### src/rtl/alu_rs_pkg.sv
// Shared widths, reset/free constants and ALU opcodes for the ALU reservation station.
package alu_rs_pkg;

   localparam int unsigned RsSize = 8;
   localparam int unsigned DataW  = 32;
   localparam int unsigned TagW   = 4;
   localparam int unsigned NameW  = 5;
   localparam int unsigned OpW    = 6;

   typedef logic [DataW-1:0] data_bus_t;
   typedef logic [TagW-1:0]  tag_bus_t;
   typedef logic [NameW-1:0] name_bus_t;

   localparam data_bus_t DataFree = '0;
   localparam tag_bus_t  TagFree  = '0;
   localparam name_bus_t NameFree = '0;

   localparam logic Enable  = 1'b1;
   localparam logic Disable = 1'b0;

   localparam logic [OpW-1:0] AluAdd = 6'h01;
   localparam logic [OpW-1:0] AluSub = 6'h02;
   localparam logic [OpW-1:0] AluAnd = 6'h03;
   localparam logic [OpW-1:0] AluOr  = 6'h04;
   localparam logic [OpW-1:0] AluXor = 6'h05;
   localparam logic [OpW-1:0] AluSll = 6'h06;
   localparam logic [OpW-1:0] AluSrl = 6'h07;
   localparam logic [OpW-1:0] AluSlt = 6'h08;

endpackage

### src/rtl/alu_rs_lowbit_sel.sv
// Lowest-set-bit picker: one-hot of the lowest request bit plus its binary index.
module lowbit_sel #(
   parameter int unsigned WIDTH = 8,
   localparam int unsigned IdxW = (WIDTH > 1) ? $clog2(WIDTH) : 1
) (
   input  logic [WIDTH-1:0] req,
   output logic [WIDTH-1:0] onehot,
   output logic [IdxW-1:0]  idx,
   output logic             any
);

   // Two's complement isolates the lowest set bit: x & -x.
   assign onehot = req & (~req + WIDTH'(1));
   assign any    = |req;

   always_comb begin
      idx = '0;
      for (int i = 0; i < WIDTH; i++) begin
         if (onehot[i]) idx = idx | IdxW'(i);
      end
   end

endmodule

### src/rtl/alu_rs.sv
// ALU reservation station: holds decoded ops, snoops the CDB for operands, dispatches one per cycle.
module alu_rs
   import alu_rs_pkg::*;
#(
   parameter int unsigned RS_SIZE = RsSize,
   parameter int unsigned DATA_W  = DataW,
   parameter int unsigned TAG_W   = TagW,
   parameter int unsigned NAME_W  = NameW,
   parameter int unsigned OP_W    = OpW
) (
   input  logic              clk,
   input  logic              rst,
   input  logic              enIssue,
   input  logic [OP_W-1:0]   issueOp,
   input  logic [DATA_W-1:0] issueData1,
   input  logic [DATA_W-1:0] issueData2,
   input  logic [TAG_W-1:0]  issueTag1,
   input  logic [TAG_W-1:0]  issueTag2,
   input  logic [NAME_W-1:0] issueName,
   input  logic [TAG_W-1:0]  issueTag,
   output logic              rsFull,
   input  logic              enCDBWrt,
   input  logic [TAG_W-1:0]  CDBwrtTag,
   input  logic [DATA_W-1:0] CDBwrtData,
   output logic              aluEn,
   output logic [OP_W-1:0]   aluOp,
   output logic [DATA_W-1:0] aluSrc1,
   output logic [DATA_W-1:0] aluSrc2,
   output logic [NAME_W-1:0] aluName,
   output logic [TAG_W-1:0]  aluTag
);

   localparam int unsigned IdxW = (RS_SIZE > 1) ? $clog2(RS_SIZE) : 1;
   localparam logic [TAG_W-1:0]  TagFreeW  = TAG_W'(TagFree);
   localparam logic [DATA_W-1:0] DataFreeW = DATA_W'(DataFree);
   localparam logic [NAME_W-1:0] NameFreeW = NAME_W'(NameFree);

   logic [RS_SIZE-1:0] busy_q;
   logic [OP_W-1:0]    op_q   [RS_SIZE];
   logic [DATA_W-1:0]  v1_q   [RS_SIZE];
   logic [DATA_W-1:0]  v2_q   [RS_SIZE];
   logic [TAG_W-1:0]   q1_q   [RS_SIZE];
   logic [TAG_W-1:0]   q2_q   [RS_SIZE];
   logic [NAME_W-1:0]  name_q [RS_SIZE];
   logic [TAG_W-1:0]   tag_q  [RS_SIZE];

   logic [RS_SIZE-1:0] ready;
   logic [RS_SIZE-1:0] free_oh, rdy_oh;
   logic [IdxW-1:0]    free_idx, rdy_idx;
   logic               free_any, rdy_any;
   logic               do_issue;

   function automatic logic cdb_hit(input logic [TAG_W-1:0] t, input logic en,
                                    input logic [TAG_W-1:0] ctag);
      return en && (t == ctag) && (ctag != TagFreeW);
   endfunction

   always_comb begin
      ready = '0;
      for (int i = 0; i < RS_SIZE; i++) begin
         ready[i] = busy_q[i] && (q1_q[i] == TagFreeW) && (q2_q[i] == TagFreeW);
      end
   end

   lowbit_sel #(.WIDTH(RS_SIZE)) u_free_sel (
      .req    (~busy_q),
      .onehot (free_oh),
      .idx    (free_idx),
      .any    (free_any)
   );

   lowbit_sel #(.WIDTH(RS_SIZE)) u_rdy_sel (
      .req    (ready),
      .onehot (rdy_oh),
      .idx    (rdy_idx),
      .any    (rdy_any)
   );

   assign rsFull   = &busy_q;
   assign do_issue = enIssue && free_any;

   always_ff @(posedge clk) begin
      if (!rst) begin
         busy_q  <= '0;
         for (int i = 0; i < RS_SIZE; i++) begin
            q1_q[i] <= TagFreeW;
            q2_q[i] <= TagFreeW;
         end
         aluEn   <= Disable;
         aluOp   <= '0;
         aluSrc1 <= DataFreeW;
         aluSrc2 <= DataFreeW;
         aluName <= NameFreeW;
         aluTag  <= TagFreeW;
      end else begin
         // Issue targets a free slot and dispatch a ready (busy) slot, so the two never collide.
         busy_q <= (busy_q & ~rdy_oh) | (do_issue ? free_oh : '0);
         aluEn  <= rdy_any ? Enable : Disable;
         if (rdy_any) begin
            aluOp   <= op_q[rdy_idx];
            aluSrc1 <= v1_q[rdy_idx];
            aluSrc2 <= v2_q[rdy_idx];
            aluName <= name_q[rdy_idx];
            aluTag  <= tag_q[rdy_idx];
         end
         for (int i = 0; i < RS_SIZE; i++) begin
            if (do_issue && free_oh[i]) begin
               op_q[i]   <= issueOp;
               name_q[i] <= issueName;
               tag_q[i]  <= issueTag;
               if (cdb_hit(issueTag1, enCDBWrt, CDBwrtTag)) begin
                  v1_q[i] <= CDBwrtData;
                  q1_q[i] <= TagFreeW;
               end else begin
                  v1_q[i] <= issueData1;
                  q1_q[i] <= issueTag1;
               end
               if (cdb_hit(issueTag2, enCDBWrt, CDBwrtTag)) begin
                  v2_q[i] <= CDBwrtData;
                  q2_q[i] <= TagFreeW;
               end else begin
                  v2_q[i] <= issueData2;
                  q2_q[i] <= issueTag2;
               end
            end else if (busy_q[i]) begin
               if (cdb_hit(q1_q[i], enCDBWrt, CDBwrtTag)) begin
                  v1_q[i] <= CDBwrtData;
                  q1_q[i] <= TagFreeW;
               end
               if (cdb_hit(q2_q[i], enCDBWrt, CDBwrtTag)) begin
                  v2_q[i] <= CDBwrtData;
                  q2_q[i] <= TagFreeW;
               end
            end
         end
      end
   end

   // Upstream must hold off issue while the station is full.
   assert property (@(posedge clk) disable iff (!rst) !(enIssue && rsFull));

endmodule

### config.mk
export PLATFORM = sky130hd
export DESIGN_NAME = alu_rs
export DESIGN_NICKNAME = d
export VERILOG_FILES = /design/src/rtl/alu_rs_pkg.sv /design/src/rtl/alu_rs_lowbit_sel.sv /design/src/rtl/alu_rs.sv
export SDC_FILE = /design/constraint.sdc
export NUM_CORES = 1
export LEC_CHECK = 0
export CORE_MARGIN = 1.5
export CORE_UTILIZATION = 45
export DETAILED_ROUTE_END_ITERATION = 8
export PLACE_DENSITY = 0.71
export SLEW_MARGIN = 20
export SYNTH_ARGS = -nofsm -noshare
export SYNTH_HDL_FRONTEND = slang
export SYNTH_SLANG_ARGS = --single-unit
### constraint.sdc
create_clock -name clk -period 6.9 [get_ports clk]
set_clock_uncertainty 0.15 [all_clocks]
set_input_delay 1.725 -clock clk [delete_from_list [all_inputs] [get_ports clk]]
set_output_delay 1.725 -clock clk [all_outputs]
set_load 0.005 [all_outputs]
==> summary.txt <==
status -> completed
share of cells above drive strength 1 -> 28.4%
Vias/cell -> 6.12
final worst setup slack -> 1650 ps
core area -> 82000 sq um
H-tree depth -> 3
Final Setup Violations -> 0
Synth Register Bits -> 784
multi-input logic area -> 13600 sq um
drt drc -> 0
Synth warnings -> 0
die height -> 291 um
area share of the largest cell type after synthesis -> 56.1%
Routed WL -> 107000 um
busiest grt layer -> met2
antenna-violating nets left -> 0
fmax -> 190 MHz
LEAKAGE -> 13.9 nW
slew at the pin closest to its max-slew limit -> 1130 ps
CP Class -> in -> reg
io pins -> 208
worst-skew pair later-pin latency -> 650 ps
Post-CTS Setup Bufs -> 0
cells resized by post-CTS repair -> 0
register area -> 22700 sq um
crit-path max cell delay -> 950 ps
worst endpoint required time -> 7060 ps
Synth Flop Type -> edfxtp_1
area leader, netlist -> edfxtp_1
mapped cell area -> 37300 sq um
hold slack -> 322 ps
Tot GR Track Use -> 24.9%
Seq/Total Area, Yosys -> 60.8%
mean post-synth cell area -> 13.7 sq um
first-pass GRT wire length -> 158000 um
router iterations before antenna repair -> 6
Hold Crit Class -> reg -> reg
count of final hold-check violations -> 0
number of flops mapped to enable cells by yosys -> 696
routability congestion estimate -> 0.880
M3 GR Usage -> 4.48%
Max Slew Vio Count -> 0
area of the die -> 84500 sq um
clock-pin slew on the worst setup and hold paths -> 60 ps
Final period util -> 76.1%
Critical Path Fanout Max -> 22
max_cap viols -> 0
CTS root buffer -> clkbuf_16
Starting Density -> 45.5%
vias in the first global route -> 24639
Row Count -> 105
Synth top cells by count -> edfxtp_1, mux2_2, o211ai_1
Via Count -> 24330
share of flip-flops with an asynchronous set or reset -> 0%
GRT overflow -> 0
WL per Instance -> 26.9 um
syn_nets -> 2840
minimum clock period -> 5250 ps
CP Capture Type -> flop
Peak VDD IR -> 0.208 mV
Post-CTS Hold Fix Bufs -> 0
met2 Use GR -> 42.5%
pwr dens -> 238 nW/um^2
post-route setup TNS -> 0 ps
Critical Path Source Type -> primary input
Netlist cell types -> 54
Max-Slew Margin vs Limit -> 24.4%
DRT iter0 DRCs -> 2072
clock tree sinks -> 784
synthesized instance count -> 2713
Critical Path AT -> 5410 ps
antenna violations before repair -> 9
Layout Nets -> 2963
# port buffers -> 207
Layout area overhead -> 15.5%
Layout fillers -> 6751
Final HPWL DP -> 64000 um
unrepaired setup endpoints after global routing -> false
clk buf depth -> 3
Num CTS Buffers -> 81
Global Route met1 Usage -> 31.8%
CTS tree -> built
CP cell instances -> clkdlybuf4s50_1 -> buf_4 -> o41a_1 -> and2_1 -> nand2_1 -> o21ai_4 -> buf_4
die width -> 291 um
total power -> 10.2 mW
most frequent CP cell -> buf_4
Slowest-stage cell, CP -> clkdlybuf4s50_1
worst slack, placed -> 1060 ps
largest net degree at the start of global routing -> 140
Synth area leaders -> edfxtp_1, mux2_2, o211ai_1
most common cell in the netlist -> edfxtp_1
-- worst max-delay path, delay by kind of cell --
kind | cells | cell delay [ps]
buffers and inverters | 3 | 1700
and+or+nand+nor | 2 | 630
AOI/OAI and AO/OA | 2 | 1320
-- power by group --
| group | internal, mW | switching (mW) | total [mW] |
|---|---|---|---|
| sequential | 5.24 | 0.0340 | 5.27 |
| clock | 2.46 | 1.86 | 4.32 |
| combinational | 0.291 | 0.335 | 0.626 |
-- kinds of logic after synthesis --
family,Yosys count,share of synthesized area (%)
AO/OA/AOI/OAI,497,9.37
XOR/XNOR,72,1.69
flip-flops,784,60.8
AND/OR/NAND/NOR,409,4.90
buffers and inverters,290,3.41
multiplexers,661,19.8
-- cell usage in the layout (no fill, tap or decap), drive strengths merged, types with 12 or more instances in the layout --
cell           synthesis  final
clkinv                 0     18
xnor2                 56     56
mux2                 590    590
o211ai               248    248
nand4                 17     17
nand2                252    252
a21oi                138    138
xor2                  16     16
edfxtp               696    696
buf                  103     52
or2                   16     16
a22o                  55     55
o21ai                 17     17
a221o                 23     23
clkdlybuf4s50          0    207
mux2i                 71     71
dfxtp                 88     88
nor4                  12     12
clkbuf               116    122
nor2                  65     65
inv                   71     73
-- registers in the layout (all words and copies together), names as in the netlist --
signal	cells
v2_q	256
aluSrc1	32
aluName	5
tag_q	32
aluTag	4
aluEn	1
q2_q	32
aluSrc2	32
busy_q	8
name_q	40
aluOp	6
q1_q	32
op_q	48
v1_q	256
-- per-layer routing --
metal | wire, um | part of all wire (%) | vias to the layer above
li1 | - | - | 10617
met1 | 42600 | 40 | 12452
met2 | 52400 | 49 | 1037
met3 | 8550 | 8.0 | 208
met4 | 3280 | 3.1 | 16
met5 | 101 | 0.094 | -
-- per-stage QoR --
step / utilization, % / cell area, sq um / std cells
after floorplan: - / 37300 / 2713
after global placement: 49.3 / 40400 / 3823
after detailed placement: 49.3 / 40400 / 3823
after CTS: 52.5 / 43000 / 3973
after global routing: 52.5 / 43000 / 3973
final: 52.5 / 43000 / 3975
-- path summary, 6_finish.rpt --
kind,startpoint,end,slack [ps],cells after the start
setup / recovery,CDBwrtTag[1],v2_q[1][19],1650,7
hold / removal,aluOp[3],aluOp[3],320,2
setup reg to reg,q2_q[0][12],aluSrc1[25],1980,8
hold reg to reg,aluOp[3],aluOp[3],320,2
-- layout make-up --
type | instances | area share, %
multi-input combinational | 1639 | 31.7
clock buffer | 122 | 5.42
tap | 1070 | 3.11
sequential | 784 | 52.7
timing repair buffer | 259 | 5.90
inverter | 71 | 0.619
clock inverter | 28 | 0.616
antenna | 2 | 0.0116
Power figures use the tool's default switching activity.
